<file path="src/rtl/port_grant_scheduler_if.sv">
// Request/grant/credit bundle for one output port's scheduler.
// slave = scheduler side; master = requesters, merge and downstream buffer side.
interface port_grant_scheduler_if #(
  parameter int NREQ = 5,
  parameter int IDW  = 3,
  parameter int CW   = 3
);
  logic [NREQ-1:0] req;
  logic [NREQ-1:0] ack;
  logic            grant_valid;
  logic            grant_ready;
  logic [IDW-1:0]  grant_id;
  logic [NREQ-1:0] grant_onehot;
  logic            credit_return;
  logic [CW-1:0]   credit_count;
  logic            err_credit;

  modport master (
    output req, grant_ready, credit_return,
    input  ack, grant_valid, grant_id, grant_onehot, credit_count, err_credit
  );

  modport slave (
    input  req, grant_ready, credit_return,
    output ack, grant_valid, grant_id, grant_onehot, credit_count, err_credit
  );
endinterface

</file>
<file path="src/rtl/port_grant_scheduler.sv">
// Round-robin control-token scheduler for one router output port, gated by downstream credits.
// Credit counter, gating and err_credit exist only when CREDIT_FC_EN is defined.
module port_grant_scheduler #(
  parameter int NREQ    = 5,
  parameter int IDW     = 3,
  parameter int CREDITS = 4,
  parameter int CW      = 3
) (
  input logic                 CLK,
  input logic                 RESET,
  port_grant_scheduler_if.slave bus
);
  typedef enum logic {IDLE, GRANT} state_t;

  state_t          state_q;
  logic [IDW-1:0]  ptr_q;
  logic [IDW-1:0]  grant_id_q;
  logic [NREQ-1:0] grant_onehot_q;
  logic            grant_valid_q;

  logic [IDW-1:0]  sel_id_d;
  logic [NREQ-1:0] sel_onehot_d;
  logic            sel_found_d;
  logic [IDW-1:0]  cand;
  logic            credit_ok;

  // Scan starts one past the last winner so the previous owner has lowest priority.
  always_comb begin
    sel_found_d = 1'b0;
    sel_id_d    = '0;
    cand        = ptr_q;
    for (int k = 0; k < NREQ; k++) begin
      cand = (cand == IDW'(NREQ - 1)) ? '0 : cand + IDW'(1);
      if (!sel_found_d && bus.req[cand]) begin
        sel_found_d = 1'b1;
        sel_id_d    = cand;
      end
    end
    sel_onehot_d = NREQ'(1) << sel_id_d;
  end

  always_ff @(posedge CLK or posedge RESET) begin
    if (RESET) begin
      state_q        <= IDLE;
      ptr_q          <= IDW'(NREQ - 1);
      grant_valid_q  <= 1'b0;
      grant_id_q     <= '0;
      grant_onehot_q <= '0;
    end else begin
      case (state_q)
        IDLE: begin
          if (sel_found_d && credit_ok) begin
            grant_id_q     <= sel_id_d;
            grant_onehot_q <= sel_onehot_d;
            grant_valid_q  <= 1'b1;
            state_q        <= GRANT;
          end
        end
        GRANT: begin
          // The token is held until the merge takes it, even if req drops.
          if (bus.grant_ready) begin
            ptr_q         <= grant_id_q;
            grant_valid_q <= 1'b0;
            state_q       <= IDLE;
          end
        end
        default: begin
          state_q       <= IDLE;
          grant_valid_q <= 1'b0;
        end
      endcase
    end
  end

  assign bus.grant_valid  = grant_valid_q;
  assign bus.grant_id     = grant_id_q;
  assign bus.grant_onehot = grant_onehot_q;
  assign bus.ack          = (grant_valid_q && bus.grant_ready) ? grant_onehot_q : '0;

`ifdef CREDIT_FC_EN
  logic [CW-1:0] credit_q, credit_d;
  logic          err_q, err_d;
  logic          handshake;

  assign handshake = grant_valid_q & bus.grant_ready;

  // A return in the same cycle as a handshake cancels it out.
  always_comb begin
    credit_d = credit_q;
    err_d    = err_q;
    if (handshake && !bus.credit_return) begin
      credit_d = credit_q - CW'(1);
    end else if (bus.credit_return && !handshake) begin
      if (credit_q == CW'(CREDITS)) err_d = 1'b1;
      else                          credit_d = credit_q + CW'(1);
    end
  end

  always_ff @(posedge CLK or posedge RESET) begin
    if (RESET) begin
      credit_q <= CW'(CREDITS);
      err_q    <= 1'b0;
    end else begin
      credit_q <= credit_d;
      err_q    <= err_d;
    end
  end

  assign credit_ok        = (credit_q != '0);
  assign bus.credit_count = credit_q;
  assign bus.err_credit   = err_q;
`else
  logic credit_return_unused;

  assign credit_return_unused = bus.credit_return;
  assign credit_ok            = 1'b1;
  assign bus.credit_count     = CW'(CREDITS);
  assign bus.err_credit       = 1'b0;
`endif
endmodule

</file>
<file path="src/flat_wrapper.sv">
// flat-port wrapper written by rule: the top's interface ports become plain ports
module port_grant_scheduler_flat 
#(
  parameter int NREQ    = 5,
  parameter int IDW     = 3,
  parameter int CREDITS = 4,
  parameter int CW      = 3
)
  (CLK, RESET, bus_req, bus_grant_ready, bus_credit_return, bus_ack, bus_grant_valid, bus_grant_id, bus_grant_onehot, bus_credit_count, bus_err_credit);
  port_grant_scheduler_if #(.NREQ(NREQ), .IDW(IDW), .CW(CW)) bus_i ();
  input logic CLK;
  input logic RESET;
  input wire logic [$bits(bus_i.req)-1:0] bus_req;
  input wire logic [$bits(bus_i.grant_ready)-1:0] bus_grant_ready;
  input wire logic [$bits(bus_i.credit_return)-1:0] bus_credit_return;
  output wire logic [$bits(bus_i.ack)-1:0] bus_ack;
  output wire logic [$bits(bus_i.grant_valid)-1:0] bus_grant_valid;
  output wire logic [$bits(bus_i.grant_id)-1:0] bus_grant_id;
  output wire logic [$bits(bus_i.grant_onehot)-1:0] bus_grant_onehot;
  output wire logic [$bits(bus_i.credit_count)-1:0] bus_credit_count;
  output wire logic [$bits(bus_i.err_credit)-1:0] bus_err_credit;
  assign bus_i.req = bus_req;
  assign bus_i.grant_ready = bus_grant_ready;
  assign bus_i.credit_return = bus_credit_return;
  assign bus_ack = bus_i.ack;
  assign bus_grant_valid = bus_i.grant_valid;
  assign bus_grant_id = bus_i.grant_id;
  assign bus_grant_onehot = bus_i.grant_onehot;
  assign bus_credit_count = bus_i.credit_count;
  assign bus_err_credit = bus_i.err_credit;
  port_grant_scheduler #(.NREQ(NREQ), .IDW(IDW), .CREDITS(CREDITS), .CW(CW)) u_core (.CLK(CLK), .RESET(RESET), .bus(bus_i));
endmodule
</file>
<file path="config.mk">
export PLATFORM = sky130hd
export DESIGN_NAME = port_grant_scheduler_flat
export DESIGN_NICKNAME = d
export VERILOG_FILES = /design/src/rtl/port_grant_scheduler_if.sv /design/src/rtl/port_grant_scheduler.sv /design/src/flat_wrapper.sv
export SDC_FILE = /design/constraint.sdc
export NUM_CORES = 1
export LEC_CHECK = 0
export CORE_AREA = 2 2 60 62
export CTS_BUF_LIST = sky130_fd_sc_hd__clkbuf_2 sky130_fd_sc_hd__clkbuf_4 sky130_fd_sc_hd__clkbuf_8
export CTS_CLUSTER_DIAMETER = 30
export DETAILED_ROUTE_END_ITERATION = 8
export DIE_AREA = 0 0 62 64
export GPL_TIMING_DRIVEN = 0
export PLACE_DENSITY = 0.77
export SYNTH_ARGS = -nofsm -noshare
export SYNTH_HDL_FRONTEND = slang
export SYNTH_SLANG_ARGS = --single-unit
</file>
<file path="constraint.sdc">
create_clock -name CLK -period 4.7 [get_ports CLK]
set_clock_uncertainty 0.15 [all_clocks]
set_input_delay 1.175 -clock CLK [delete_from_list [all_inputs] [get_ports CLK]]
set_output_delay 1.175 -clock CLK [all_outputs]
set_load 0.01 [all_outputs]
</file>
==> impl_metrics.csv <==
group,metric,value,unit
run_status,status,"complete, no violations",
synth,synth-compound-area-share,0.360,
sta,hold_ws,371,ps
critical_path,timing.rr.end,"u_core.bus.grant_onehot[1]$_DFFE_PP0P_",
cts,htreeDepth,1,
grt,grt_max_degree,14,
sta,slew-limit-headroom,0.464,
synth,ys_top_cells_by_area,"dfrtp_1 (19%), ha_1 (4.7%), a21oi_1 (4.4%), nand2_1 (3.3%), and3_1 (3.1%)",
place,dp_hpwl,3280,um
grt,grt_pass1_wl,6960,um
cts,cts_root_buffer,"clkbuf_4",
synth,yosysTopAreaCell,"dfrtp_1",
sta,final_hold_viol_count,0,
worst_hold_path,hold_path_class,"reg -> reg",
synth,synth_top_family_by_area,"compound AO/OA/AOI/OAI gates",
final_layout,nNetsFinal,247,
route,wl_met3,179,um
sta,worst_slew_pin_slew,781,ps
critical_path,cp_max_fo,10,
route,avgRoutedWirePerCell,15.7,um
sta,timing.final.crit_period,4470,ps
final_layout,mostFrequentLayoutCells,"clkdlybuf4s50_1 (21), nand2_1 (14), inv_1 (13), a21oi_1 (13)",
synth,async_flop_share,1.00,
route,drcViolationCount,0,
place,dp_cells,267,
synth,synth_mux_area_frac,0.0392,
place,gp_congestion,0.895,
critical_path,cp-endpoint,"u_core.bus.grant_onehot[1]$_DFFE_PP0P_",
synth,synth_xor_area_frac,0,
floorplanning,initial_core_util,0.486,
grt,grt-ovfl-total,0,
critical_path,start_kind,"flop",
synth,netlist.area_leader.share,0.188,
sta,maxSlewViolCount,0,
route,wl_met2,2100,um
place,portBuffers,21,
final_layout,fillCellCount,302,
worst_hold_path,holdPathStages,1,
final_layout,synthToLayoutAreaGrowth,29.2,%
synth,seq_area_frac_synth,0.204,
synth,synth_simple_gate_area_frac,0.256,
grt,grt_usage,0.224,
route,vias,1689,
floorplanning,die_area,3970,sq um
critical_path,startpoint,"u_core.ptr_q[2]$_DFFE_PP1P_",
cts,cts_buffers,3,
critical_path,cp.required,4740,ps
critical_path,timing.rr.start,"u_core.ptr_q[2]$_DFFE_PP1P_",
route,wl,4360,um
synth,yosys.cell_types.count,67,
route,post_drt_via_cell_ratio,6.10,
critical_path,worstSetupPathType,"reg -> reg",
final_layout,multi_input_area,1230,sq um
synth,ys_ff_latch,13,
critical_path,cp-end-kind,"flop",
synth,synth_edf_count,0,
sta,rsz0062_at_grt,"no",
floorplanning,ios,27,
final_layout,drive_gt1_frac,0.225,
critical_path,rr_worst_depth,18,
synth,yosysWarnings,0,
cts,clockBufferDepth,2,
sta,fin_crit_sh,0.952,
synth,synth_area,1600,sq um
synth,ys.flop_type,"dfrtp_1",
synth,avgSynthCellArea,8.07,sq um
final_layout,layout_commonest_cell,"clkdlybuf4s50_1",
final_layout,fin_cells,277,
critical_path,critical_path_arrival,4520,ps
grt,antenna_found_initial,0,
sta,max_freq,224,MHz
route,first_pass_iters,4,
final_layout,seqCellArea,327,sq um
floorplanning,die_x,62,um
cts,cts_tree,"yes",
route,ant_nets,0,
synth,syn_inst,198,
cts,path_clk_slew,80,ps
cts,cts_sinks,13,
grt,grt_pass1_vias,1500,
critical_path,r2r_slack,230,ps
floorplanning,die_h,64,um
final_layout,utilization,0.629,
route,drt-met1-wl,2010,um
cts,clk_latency,270,ps
final_layout,diodes,0,
run,drv_cap,0,
synth,yosys.area_share.adder,0.0470,
floorplanning,rows,21,
route,drt_iter0_markers,127,
floorplanning,fp.coreArea,3280,sq um
cts,hold_buffers,0,
sta,setup_viol,0,
route,top_layer,"met4",
[logic make-up after synthesis]
kind of cell | after synthesis
muxes | 6
DFF | 13
and+or+nand+nor | 71
AOI/OAI and AO/OA | 73
adders and majority gates | 6
buffers and inverters | 27
other | 2
[flip-flops by register name, indices dropped and copies added, names as in the netlist]
signal                   count
u_core.bus.grant_valid       1
u_core.ptr_q                 3
u_core.state_q               1
u_core.bus.grant_id          3
u_core.bus.grant_onehot      5
[stage by stage]
step                area (sq um)  setup WS (ps)  TNS, ps
floorplan                   1610           49.1        0
global placement            1870           -535    -4340
detailed placement          1870           -619    -5260
CTS                         1990           9.73        0
global route                2060           5.96        0
finish                      2060            227        0
[per-layer routing]
layer	GRT usage	up-vias
met5	0	-
met3	0.0162	10
met2	0.367	58
met4	0.0585	0
met1	0.312	806
li1	-	815
[how the worst min path moves through the flow]
stage / slack, ps / endpoint / startpoint
2_1_floorplan: 380 / u_core.ptr_q[1]$_DFFE_PP0P_ / u_core.ptr_q[1]$_DFFE_PP0P_
3_3_place_gp: 340 / u_core.bus.grant_onehot[0]$_DFFE_PP0P_ / u_core.bus.grant_onehot[0]$_DFFE_PP0P_
3_5_place_dp: 340 / u_core.bus.grant_onehot[2]$_DFFE_PP0P_ / u_core.bus.grant_onehot[2]$_DFFE_PP0P_
4_1_cts: 370 / u_core.bus.grant_onehot[0]$_DFFE_PP0P_ / u_core.bus.grant_onehot[0]$_DFFE_PP0P_
5_1_grt: 400 / u_core.bus.grant_onehot[0]$_DFFE_PP0P_ / u_core.bus.grant_onehot[0]$_DFFE_PP0P_
6_report: 370 / u_core.bus.grant_onehot[0]$_DFFE_PP0P_ / u_core.bus.grant_onehot[0]$_DFFE_PP0P_
[final cells by class]
class	count	area share
Timing Repair Buffer	28	0.127
Tap cell	46	0.0279
Clock buffer	4	0.0145
Multi-Input combinational cell	160	0.597
Inverter	15	0.0285
Buffer	11	0.0467
Sequential cell	13	0.158
[cell usage after synthesis (3+ instances only)]
master / n
a21boi_0: 3
and2_1: 5
inv_1: 13
and3_1: 8
o21ai_0: 4
a211oi_1: 3
ha_1: 6
buf_4: 6
a211o_1: 3
nor2_1: 11
a21oi_1: 14
nand3_1: 5
dfrtp_1: 12
a221oi_1: 3
nand2b_1: 6
nor3_1: 6
o211ai_1: 4
mux2i_1: 4
o311a_1: 3
nand2_1: 14
a31oi_1: 3
a21o_1: 3
nor2b_1: 3
[critical path, stage by stage (launching register included)]
cell     delay (ps)
dfstp_2         550
buf_4           180
buf_6           170
a21oi_2          90
inv_2           120
ha_4            200
o21ai_2         100
a22o_1          220
buf_6           140
ha_2            210
or2_2           320
a21o_1          180
o211a_4         250
o22ai_4         230
mux2i_1         120
a221o_1         400
or4_1           430
o31a_1          150
o31ai_2         170
[repair_timing]
| item | in CTS | in global routing |
|---|---|---|
| pin swaps | 2 | 7 |
| setup endpoints to repair | 10 | 9 |
| buffers inserted | 2 | 5 |
| resized for setup | 15 | 11 |
Power is not shown: default switching activity piles up to over one toggle a cycle in this logic, so the estimate is an artifact.
